### config.mk
export PLATFORM = sky130hd
export DESIGN_NAME = palette_dma
export DESIGN_NICKNAME = d
export VERILOG_FILES = /design/src/rtl/palette_dma.sv
export SDC_FILE = /design/constraint.sdc
export NUM_CORES = 1
export LEC_CHECK = 0
export BUFFER_PORTS_ARGS = -buffer_cell sky130_fd_sc_hd__buf_2
export CORE_AREA = 4 4 141 143
export DETAILED_ROUTE_END_ITERATION = 7
export DIE_AREA = 0 0 145 147
export SLEW_MARGIN = 25
export SYNTH_ARGS = -nofsm -noshare
export SYNTH_HDL_FRONTEND = slang
export SYNTH_SLANG_ARGS = --single-unit
### constraint.sdc
create_clock -name clk -period 1.6 [get_ports clk]
set_input_delay 0.08 -clock clk [delete_from_list [all_inputs] [get_ports clk]]
set_output_delay 0.08 -clock clk [all_outputs]
set_load 0.02 [all_outputs]
### src/rtl/palette_dma.sv
// palette_dma: copies N 16-bit words from main memory into palette RAM.
// Software programs source address, destination palette index and word
// count, then arms the engine. On the next vertical-blank rising edge the
// block fetches one word at a time and writes it into the palette RAM.
//
// Ports:
//   clk, reset_n           clock, asynchronous active-low reset
//   reg_we/reg_addr/reg_din register writes (0 SRC_LO, 1 SRC_HI, 2 DEST, 3 CTRL)
//   vblank_in              vertical blank from the timing generator
//   mem_req/mem_addr       source read request and word address
//   mem_ack/mem_data       read acknowledge with same-cycle data
//   pal_req/pal_busy       palette DMA request / busy
//   pal_addr/pal_we/pal_data palette write port
//   armed                  waiting for a vblank rising edge
//   done_irq               one-cycle pulse at end of transfer
module palette_dma #(
  parameter int unsigned SRC_AW = 20
) (
  input  logic              clk,
  input  logic              reset_n,
  input  logic              reg_we,
  input  logic [1:0]        reg_addr,
  input  logic [15:0]       reg_din,
  input  logic              vblank_in,
  output logic              mem_req,
  output logic [SRC_AW-1:0] mem_addr,
  input  logic              mem_ack,
  input  logic [15:0]       mem_data,
  output logic              pal_req,
  output logic              pal_busy,
  output logic [12:0]       pal_addr,
  output logic              pal_we,
  output logic [15:0]       pal_data,
  output logic              armed,
  output logic              done_irq
);

  typedef enum logic [2:0] {StIdle, StArmed, StFetch, StWrite, StDone} state_e;

  state_e state_q, state_d;

  // Programmed configuration; never touched by a transfer so re-arming repeats it.
  logic [SRC_AW-1:0] src_cfg_q;
  logic [12:0]       dest_cfg_q;
  logic [12:0]       count_cfg_q;

  // Working copies used while the transfer runs.
  logic [SRC_AW-1:0] src_q;
  logic [12:0]       dest_q;
  logic [12:0]       rem_q;
  logic [15:0]       data_q;
  logic              vblank_q;

  logic cfg_open, ctrl_wr, vblank_rise, start;

  assign cfg_open    = (state_q == StIdle) || (state_q == StArmed);
  assign ctrl_wr     = reg_we && cfg_open && (reg_addr == 2'd3);
  assign vblank_rise = vblank_in && !vblank_q;
  // A CTRL write takes priority over a coincident vblank edge in ARMED.
  assign start       = (state_q == StArmed) && !ctrl_wr && vblank_rise;

  // State register
  always_ff @(posedge clk or negedge reset_n) begin
    if (!reset_n) begin
      state_q <= StIdle;
    end else begin
      state_q <= state_d;
    end
  end

  // Next-state logic
  always_comb begin
    state_d = state_q;
    unique case (state_q)
      StIdle: begin
        if (ctrl_wr && reg_din[15]) state_d = StArmed;
      end
      StArmed: begin
        if (ctrl_wr) begin
          state_d = reg_din[15] ? StArmed : StIdle;
        end else if (vblank_rise) begin
          state_d = (count_cfg_q != 13'd0) ? StFetch : StDone;
        end
      end
      StFetch: begin
        if (mem_ack) state_d = StWrite;
      end
      StWrite: begin
        state_d = (rem_q == 13'd1) ? StDone : StFetch;
      end
      StDone: begin
        state_d = StIdle;
      end
      default: state_d = StIdle;
    endcase
  end

  // Outputs
  always_comb begin
    mem_req  = (state_q == StFetch);
    mem_addr = mem_req ? src_q : '0;
    pal_we   = (state_q == StWrite);
    pal_addr = pal_we ? dest_q : '0;
    pal_data = data_q;
    pal_busy = (state_q == StFetch) || (state_q == StWrite) || (state_q == StDone);
    pal_req  = pal_busy;
    armed    = (state_q == StArmed);
    done_irq = (state_q == StDone);
  end

  // Configuration registers: writable only while no transfer is running.
  always_ff @(posedge clk or negedge reset_n) begin
    if (!reset_n) begin
      src_cfg_q   <= '0;
      dest_cfg_q  <= '0;
      count_cfg_q <= '0;
    end else if (reg_we && cfg_open) begin
      unique case (reg_addr)
        2'd0: src_cfg_q[15:0]        <= reg_din;
        2'd1: src_cfg_q[SRC_AW-1:16] <= reg_din[SRC_AW-17:0];
        2'd2: dest_cfg_q             <= reg_din[12:0];
        2'd3: count_cfg_q            <= reg_din[12:0];
        default: ;
      endcase
    end
  end

  // Transfer datapath
  always_ff @(posedge clk or negedge reset_n) begin
    if (!reset_n) begin
      src_q    <= '0;
      dest_q   <= '0;
      rem_q    <= '0;
      data_q   <= '0;
      vblank_q <= 1'b0;
    end else begin
      vblank_q <= vblank_in;
      if (start) begin
        src_q  <= src_cfg_q;
        dest_q <= dest_cfg_q;
        rem_q  <= count_cfg_q;
      end
      if ((state_q == StFetch) && mem_ack) begin
        data_q <= mem_data;
      end
      if (state_q == StWrite) begin
        src_q  <= src_q + SRC_AW'(1);
        dest_q <= dest_q + 13'd1;  // wraps 8191 -> 0
        rem_q  <= rem_q - 13'd1;
      end
    end
  end

endmodule

# == Yosys cells after proc, flatten, opt, wreduce, memory -nomap -nowiden ==
# Cells that the tools add are included.
# word_totals
register_bits,112
in_bits,39
output_inout_bits,55
word_cells,61
# op_classes
addsub,3
eq_ne,11
mux,16
n_reduce_logical,21
# op_table
operator,n
two-way mux 13 bit,5
two-way mux 20 bit,3
adder 20 x 1 -> 20 bit (second input constant),1
two-way mux 3 bit,6
adder 13 x 1 -> 13 bit (second input constant),1
== test 13 x 1 -> 1 bit (second input constant),1
nonzero test 13 bit,1
subtractor 13 x 1 -> 13 bit (second input constant),1
case mux 3 bit (4 select lines),1
AND reduction 2 bit,4
logical AND 1 bit,7
== test 3 x 2 -> 1 bit (second input constant),2
== test 2 bit (second input constant),2
inequality test 2 x 1 -> 1 bit (second input constant),2
== test 3 x 1 -> 1 bit (second input constant),1
== test 3 bit (second input constant),1
logical NOT 3 bit,1
logical OR 1 bit,3
inequality test 3 x 1 -> 1 bit (second input constant),1
AND reduction 3 bit,1
== test 2 x 1 -> 1 bit (second input constant),1
logical NOT 1 bit,2
logical NOT 2 bit,1
nonzero test 2 bit,1
two-way mux 1 bit,1

# == Longest topological paths before layout ==
# Gate-level depths: netlist (run 1).
# logic_depth
depth_word,9
mapped_depth,8
depth_no_buf,6

# == Worst setup path after synthesis (run 1) ==
# OpenSTA, ideal clock, no wires.
# synth_path
kind,reg2out
startpoint,reg state_q[2]
endpoint,out mem_addr[10]
arrival_ps,1615
required_ps,1520
setup_slack_ps,-95
stages_incl_launch_ff,7
n_path_buf,2
cell_sequence,dfrtp_1 inv_1 nand2_1 nor2_1 clkbuf_1 clkbuf_1 and2_1
# synth_via
elab_chain_cells,2
# synth_rtl
element,line,text
"start, declared",40,"state_e state_q, state_d;"
"start signal, assigned",65,state_q <= StIdle;
"start signal, assigned",67,state_q <= state_d;
== test 3 x 2 -> 1 bit,100,mem_req = (state_q == StFetch);
net mem_req,25,"output logic mem_req,"
two-way mux 20 bit,101,mem_addr = mem_req ? src_q : '0;
"end, declared",26,"output logic [SRC_AW-1:0] mem_addr,"
# The timed path passes the listed nets, and every way through them passes these cells.

# == Final worst setup path (run 1) ==
# layout_path
startpoint,reg state_q[1]
endpoint,reg dest_q[9]
# layout_via
elab_chain_cells,8
elab_cells_between_ends,11
cone_classes,eq/ne: 2; mux: 1; reduce/logical: 8
# layout_rtl
element,line,text
== test 3 x 1 -> 1 bit / logical NOT 3 bit (equally long branches),"56, 60",
logical OR 1 bit,56,assign cfg_open = (state_q == StIdle) || (state_q == StArmed);
logical AND 1 bit (2 in series),57,assign ctrl_wr = reg_we && cfg_open && (reg_addr == 2'd3);
logical NOT 1 bit,60,assign start = (state_q == StArmed) && !ctrl_wr && vblank_rise;
logical AND 1 bit (2 in series),60,
nonzero test 2 bit (no source line),n/a,
"end signal, assigned",140,dest_q <= dest_cfg_q;
"end signal, assigned",148,dest_q <= dest_q + 13'd1;
"end, declared",49,logic [12:0] dest_q;
# Parallel ways exist; a longest one is shown, timed or not.
# A chain may end at the register's enable or synchronous reset.

==> results.sh, run 1 <==
export IMPL_cap_violations=0
export IMPL_cpPeakStageDelay_ns=0.46
export IMPL_cts_reportedPaths_clkPinSlew_ns=0.07
export IMPL_wirelength_mm=16.3
export IMPL_p_per_area_nw_per_um2=1950
export IMPL_dp_hpwl_mm=11.0
export IMPL_syn_area_um2=5490
export IMPL_critPathTopFamily="simple AND/OR/NAND/NOR gates"
export IMPL_skew_ns=0.00999
export IMPL_cp_cell_sequence="buf_6, nor3b_4, and3_4, buf_12, buf_12, nor3_4, a211oi_2"
export IMPL_drive_gt1_share_pct=48.9
export IMPL_num_vias=4742
export IMPL_p_leak_nw=3.67
export IMPL_die_area_um2=21300
export IMPL_outcome="finished with violations"
export IMPL_tritoncts="yes"
export IMPL_rsz0062_at_grt="yes"
export IMPL_synth_edf_count=0
export IMPL_setup_viol=70
export IMPL_finalNonFillerCells=925
export IMPL_cts_inserted_buffers=9
export IMPL_tightest_slew_ns=0.441
export IMPL_worstPathArrival_ns=1.96
export IMPL_dr_pass1_iters=5
export IMPL_core_um2=18600
export IMPL_first_global_vias=4819
export IMPL_final_cell_mix="dfrtp_1 (110), buf_2 (55), buf_4 (54), buf_6 (51), mux2_2 (34)"
export IMPL_slew_violations=0
export IMPL_ios=94
export IMPL_synth_area_top_cells="dfrtp_1 (51%), mux2_2 (13%), and2_1 (3.6%), o21ai_0 (2.3%), nor2_1 (2.2%)"
export IMPL_critPathBufInv=3
export IMPL_antenna_found_initial=0
export IMPL_clockBufferDepth=2
export IMPL_synth_fp_nets=545
export IMPL_cts_root_buf="clkbuf_16"
export IMPL_ys_seq_elements=112
export IMPL_area_delta_synth_final_pct=50.2
export IMPL_n_antenna_cell=0
export IMPL_ys_seq_area_share_pct=51.1
export IMPL_critical_path_class="reg2reg"
export IMPL_fmax_mhz=595
export IMPL_grt_first_pass_wirelength_mm=25.6
export IMPL_violations="setup timing"
export IMPL_yosysWarnings=0
export IMPL_first_iter_violations=316
export IMPL_cp_slowest_cell="dfrtp_2"
export IMPL_cts_sinks=112
export IMPL_num_rows=50
export IMPL_hold_viol_final=0
export IMPL_fin_util_pct=44.3
export IMPL_drtAntennaViolNets=0
export IMPL_avgViaCountPerCell=5.13
export IMPL_ir_worst_vdd_mv=0.962
export IMPL_startpoint_type="register"
export IMPL_fin_crit_ns=1.68
export IMPL_worstPathRequired_ns=1.88
export IMPL_cts_htree_levels=3
export IMPL_crit_fanout=5
export IMPL_grt_overflow=0
export IMPL_die_w_um=145
export IMPL_fin_area_um2=8240
export IMPL_layout_nets=729
export IMPL_netlist_top_cell_by_area="dfrtp_1"
export IMPL_grt_usage_pct=14.9
export IMPL_max_slew_margin_pct=70.6
export IMPL_fin_ws_ns=-0.0793
export IMPL_placed_cells=858
export IMPL_die_h_um=147
export IMPL_ys_flop_type="dfrtp_1"
export IMPL_post_dp_cell_area_um2=6670
export IMPL_post_drt_wl_per_cell_um=17.7
export IMPL_final_common_cell="dfrtp_1"
export IMPL_place_ws_ns=-0.0723
export IMPL_grt_max_degree=47
export IMPL_async_flop_share_pct=100
export IMPL_synth_cell_type_count=57
export IMPL_io_buffers=93
export IMPL_drc=0
export IMPL_yosys_area_top_type_share_pct=51.1
export IMPL_clk_latency_ns=0.36
export IMPL_hp_class="in2reg"
export IMPL_period_share_pct=105
export IMPL_place_gp_congestion=0.887
export IMPL_start_util_pct=29.5
export IMPL_cp_common_cell="buf_12"
export IMPL_avgSynthCellArea_um2=10.9
export IMPL_synth_cells=502
export IMPL_endpoint_kind="register"
-- layout make-up --
cell class              count  area, um^2
fillers                  1686       10300
multi-input cells         348        2870
flip-flops and latches    112        2810
repair buffers            202        1880
well taps                 234         293
clock buffers              10         229
clock inverters             6         108
inverters                  13        51.3
-- worst reg2reg max path, delay by kind of cell (launching register included) --
family | cells | cell delay, ns
AOI/OAI and AO/OA | 1 | 0.18
buffers and inverters | 3 | 0.39
DFF | 1 | 0.46
and+or+nand+nor | 3 | 0.57
-- state kept, by name, indices dropped and copies added, names as in the netlist --
name,flops
rem_q,13
state_q,3
dest_cfg_q,13
count_cfg_q,13
pal_data,16
src_q,20
dest_q,13
src_cfg_q,20
vblank_q,1
-- layer usage --
layer	track usage (%)	up-vias	share of wire, %	wire length, um
met1	19.4	2372	44	7210
met5	0	-	0	0
li1	-	2207	-	-
met3	2.99	17	4.9	807
met2	25.3	146	49	8050
met4	4.28	0	1.6	260
-- kinds of logic (layout without fill, tap and decap cells) --
kind of cell	count (synthesis)	after routing	synth area share, %
fa+ha+maj	4	4	0.912
compound gates	103	103	12.5
flops	112	112	51.1
xor+xnor	7	7	1.12
mux	63	63	13.0
simple gates	171	171	17.5
buf+inv	42	231	3.88
-- Yosys cell counts (all sizes together) (2+ instances only) --
| cell type | number |
|---|---|
| a22oi | 3 |
| o211ai | 5 |
| o21ai | 26 |
| mux2 | 62 |
| or4 | 2 |
| a211oi | 5 |
| a21o | 3 |
| nand4 | 6 |
| xnor2 | 4 |
| and4 | 2 |
| ha | 4 |
| o22ai | 10 |
| nor3 | 14 |
| a21oi | 23 |
| dfrtp | 112 |
| a41o | 2 |
| nand3 | 22 |
| nand4b | 2 |
| nor2 | 33 |
| o21bai | 2 |
| and2 | 33 |
| o311ai | 4 |
| nand2 | 31 |
| and3 | 13 |
| o221a | 2 |
| a311oi | 6 |
| or3 | 3 |
| a221o | 4 |
| inv | 13 |
| buf | 21 |
| a211o | 2 |
| clkbuf | 8 |
| nor4 | 7 |
| xor2 | 3 |
-- final timing paths --
kind,endpoint,from,cells past startpoint,slack [ns]
setup / recovery,dest_q[9]$_DFFE_PN0P_,state_q[1]$_DFFE_PN0P_,7,-0.08
hold / removal,src_cfg_q[11]$_DFFE_PN0P_,reg_din[11],2,0.01
setup reg to reg,dest_q[9]$_DFFE_PN0P_,state_q[1]$_DFFE_PN0P_,7,-0.08
hold reg to reg,rem_q[4]$_DFFE_PN0P_,count_cfg_q[4]$_DFFE_PN0P_,2,0.50
max in group asynchronous,dest_cfg_q[7]$_DFFE_PN0P_,reset_n,3,0.78
min in group asynchronous,pal_data[1]$_DFFE_PN0P_,reset_n,2,0.22
-- where the power goes --
group / total, mW / internal (mW) / switching [mW]
registers: 5.20 / 4.12 / 1.07
clock network: 2.56 / 1.53 / 1.04
logic: 8.29 / 4.53 / 3.76
-- timing repair --
item / 4_1_cts / 5_1_grt
resized for setup: 128 / 83
setup buffers: 7 / 16
cloned: 5 / 4
pin swaps: 16 / 18
hold buffers: 22 / 0
endpoints found under the hold margin: 50 / 0
endpoints found under the setup margin: 85 / 115
-- metrics by stage --
stage / total power, mW / hold WS, ns / setup TNS [ns]
floorplan: 8.77 / -0.216 / -0.517
finish: 16.1 / 0.0147 / -2.48
global route: 17.0 / 0.0210 / -8.45
detailed placement: 11.0 / 0.0580 / -0.781
global placement: 10.9 / 0.0498 / -0.0441
CTS: 15.1 / 0.00898 / -3.68
No activity file was read; power rests on OpenSTA's default activity.
==> run 2: changes to the inputs <==
--- a/config.mk
+++ b/config.mk
@@ -6,9 +6,9 @@
 export NUM_CORES = 1
 export LEC_CHECK = 0
 export BUFFER_PORTS_ARGS = -buffer_cell sky130_fd_sc_hd__buf_2
-export CORE_AREA = 4 4 141 143
+export CORE_AREA = 4 4 101 151
 export DETAILED_ROUTE_END_ITERATION = 7
-export DIE_AREA = 0 0 145 147
+export DIE_AREA = 0 0 105 155
 export SLEW_MARGIN = 25
 export SYNTH_ARGS = -nofsm -noshare
 export SYNTH_HDL_FRONTEND = slang
==> run 2 against run 1 <==
Compared with the run above:
- the flow still finishes with violations (setup timing)
- global-route usage is 5.7 points higher
- wire length increased by 8.4%
- design area rose by 3.9%
- largest power group unchanged
==> results.sh, run 2 (synthesized netlist as in run 1, its figures left out) <==
export IMPL_holdCritStartpoint="reg_din[10]"
export IMPL_p_per_area_nw_per_um2=1920
export IMPL_io_buffers=93
export IMPL_drtAntennaViolNets=0
export IMPL_rsz0062_at_grt="yes"
export IMPL_hold_slack_ns=0.0170
export IMPL_first_iter_violations=196
export IMPL_outcome="finished with violations"
export IMPL_fill_cells=1072
export IMPL_grt_first_pass_wirelength_mm=26.6
export IMPL_grt_util_met1_pct=22.7
export IMPL_grt_use_met2_pct=39.0
export IMPL_fin_util_pct=61.5
export IMPL_worstPathRequired_ns=1.87
export IMPL_cts_root_buf="clkbuf_16"
export IMPL_final_common_cell="dfrtp_1"
export IMPL_placed_cells=799
export IMPL_finalNonFillerCells=880
export IMPL_seqCellArea_um2=2810
export IMPL_grt_usage_pct=20.7
export IMPL_place_gp_congestion=0.906
export IMPL_tightest_slew_ns=0.417
export IMPL_layout_nets=753
export IMPL_period_share_pct=108
export IMPL_drive_gt1_share_pct=54.0
export IMPL_max_slew_margin_pct=72.2
export IMPL_clockBufferDepth=2
export IMPL_violations="setup timing"
export IMPL_crit_fanout=8
export IMPL_ir_worst_vdd_mv=0.966
export IMPL_clk_latency_ns=0.35
export IMPL_crit_path_start="state_q[2]$_DFFE_PN0P_"
export IMPL_endpoint_kind="register"
export IMPL_cap_violations=0
export IMPL_grt_overflow=0
export IMPL_hold_viol_final=0
export IMPL_setup_viol=84
export IMPL_startpoint_type="register"
export IMPL_fin_ws_ns=-0.124
export IMPL_die_w_um=105
export IMPL_num_rows=53
export IMPL_n_antenna_cell=0
export IMPL_slew_violations=0
export IMPL_grt_max_degree=41
export IMPL_cts_inserted_buffers=9
export IMPL_cts_sinks=112
export IMPL_p_leak_nw=3.79
export IMPL_cts_htree_levels=3
export IMPL_skew_ns=0.00787
export IMPL_fmax_mhz=580
export IMPL_die_h_um=155
export IMPL_final_cell_mix="dfrtp_1 (108), buf_6 (68), buf_4 (56), buf_2 (54), mux2_2 (40)"
export IMPL_area_delta_synth_final_pct=56.1
export IMPL_avgViaCountPerCell=5.54
export IMPL_hp_class="in2reg"
export IMPL_dp_hpwl_mm=11.3
export IMPL_die_area_um2=16300
export IMPL_wirelength_mm=17.7
export IMPL_timing_rr_start="state_q[2]$_DFFE_PN0P_"
export IMPL_worstPathArrival_ns=2.00
export IMPL_first_global_vias=5105
export IMPL_use_met3_pct=2.78
export IMPL_drc=0
export IMPL_grt_busiest_layer="met2"
export IMPL_dr_pass1_iters=4
export IMPL_ios=94
export IMPL_cts_reportedPaths_clkPinSlew_ns=0.07
export IMPL_tritoncts="yes"
export IMPL_finalSetupTns_ns=-4.99
export IMPL_post_drt_wl_per_cell_um=20.1
export IMPL_critical_path_class="reg2reg"
export IMPL_num_vias=4872
export IMPL_start_util_pct=39.4
export IMPL_multi_input_area_um2=2980
export IMPL_antenna_found_initial=0
export IMPL_core_um2=13900
export IMPL_fin_crit_ns=1.72
==> run 2: area by class of cell <==
class                      count  share of cell area (%)
clock buffer                  12                    3.00
inverter                      13                   0.599
tap                          165                    2.41
timing repair buffer         226                    26.0
multi-input combinational    348                    34.8
sequential                   112                    32.8
clock inverter                 4                   0.336
==> run 2: worst max-delay path, stage by stage (launching register included) <==
cell      delay (ns)
dfrtp_2         0.44
buf_4           0.15
nor3b_4         0.23
buf_4           0.14
and3_4          0.21
buf_8           0.16
buf_12          0.13
a311oi_1        0.05
nor2_1          0.13
==> run 2: path summary, 6_finish.rpt <==
check / slack, ns / depth (start not counted) / endpoint
max: -0.12 / 8 / src_q[19]$_DFFE_PN0P_
min: 0.02 / 2 / src_cfg_q[10]$_DFFE_PN0P_
max reg2reg: -0.12 / 8 / src_q[19]$_DFFE_PN0P_
min reg2reg: 0.49 / 1 / src_q[9]$_DFFE_PN0P_
max in group asynchronous: 0.78 / 3 / state_q[1]$_DFFE_PN0P_
min in group asynchronous: 0.20 / 2 / pal_data[3]$_DFFE_PN0P_
==> run 2: power breakdown <==
group	leakage, nW	total [mW]	internal [mW]	switching (mW)
Sequential	1.30	5.26	4.13	1.13
Clock	0.135	2.17	1.14	1.03
Combinational	2.36	9.00	4.92	4.08
==> run 2: metal layers <==
metal	wire length (um)	share of wire (%)
met5	0	0
met4	822	4.6
met3	616	3.5
met2	9630	54
met1	6630	37
==> run 2: timing repair <==
item | CTS | global route
gates cloned | 7 | 5
pin swaps | 25 | 24
gates resized for setup | 174 | 93
endpoints found under the setup margin | 74 | 122
hold buffers | 23 | 0
setup buffers | 13 | 17
hold endpoints to repair | 46 | 0
==> run 2: metrics by stage <==
stage / power, mW / setup slack (ns) / instance area [um^2]
after floorplan: 8.77 / -0.0379 / 5550
after global placement: 11.0 / -0.0466 / 6660
after detailed placement: 11.2 / -0.108 / 6660
after CTS: 15.4 / -0.108 / 7970
after global routing: 17.3 / -0.166 / 8560
final: 16.4 / -0.124 / 8560
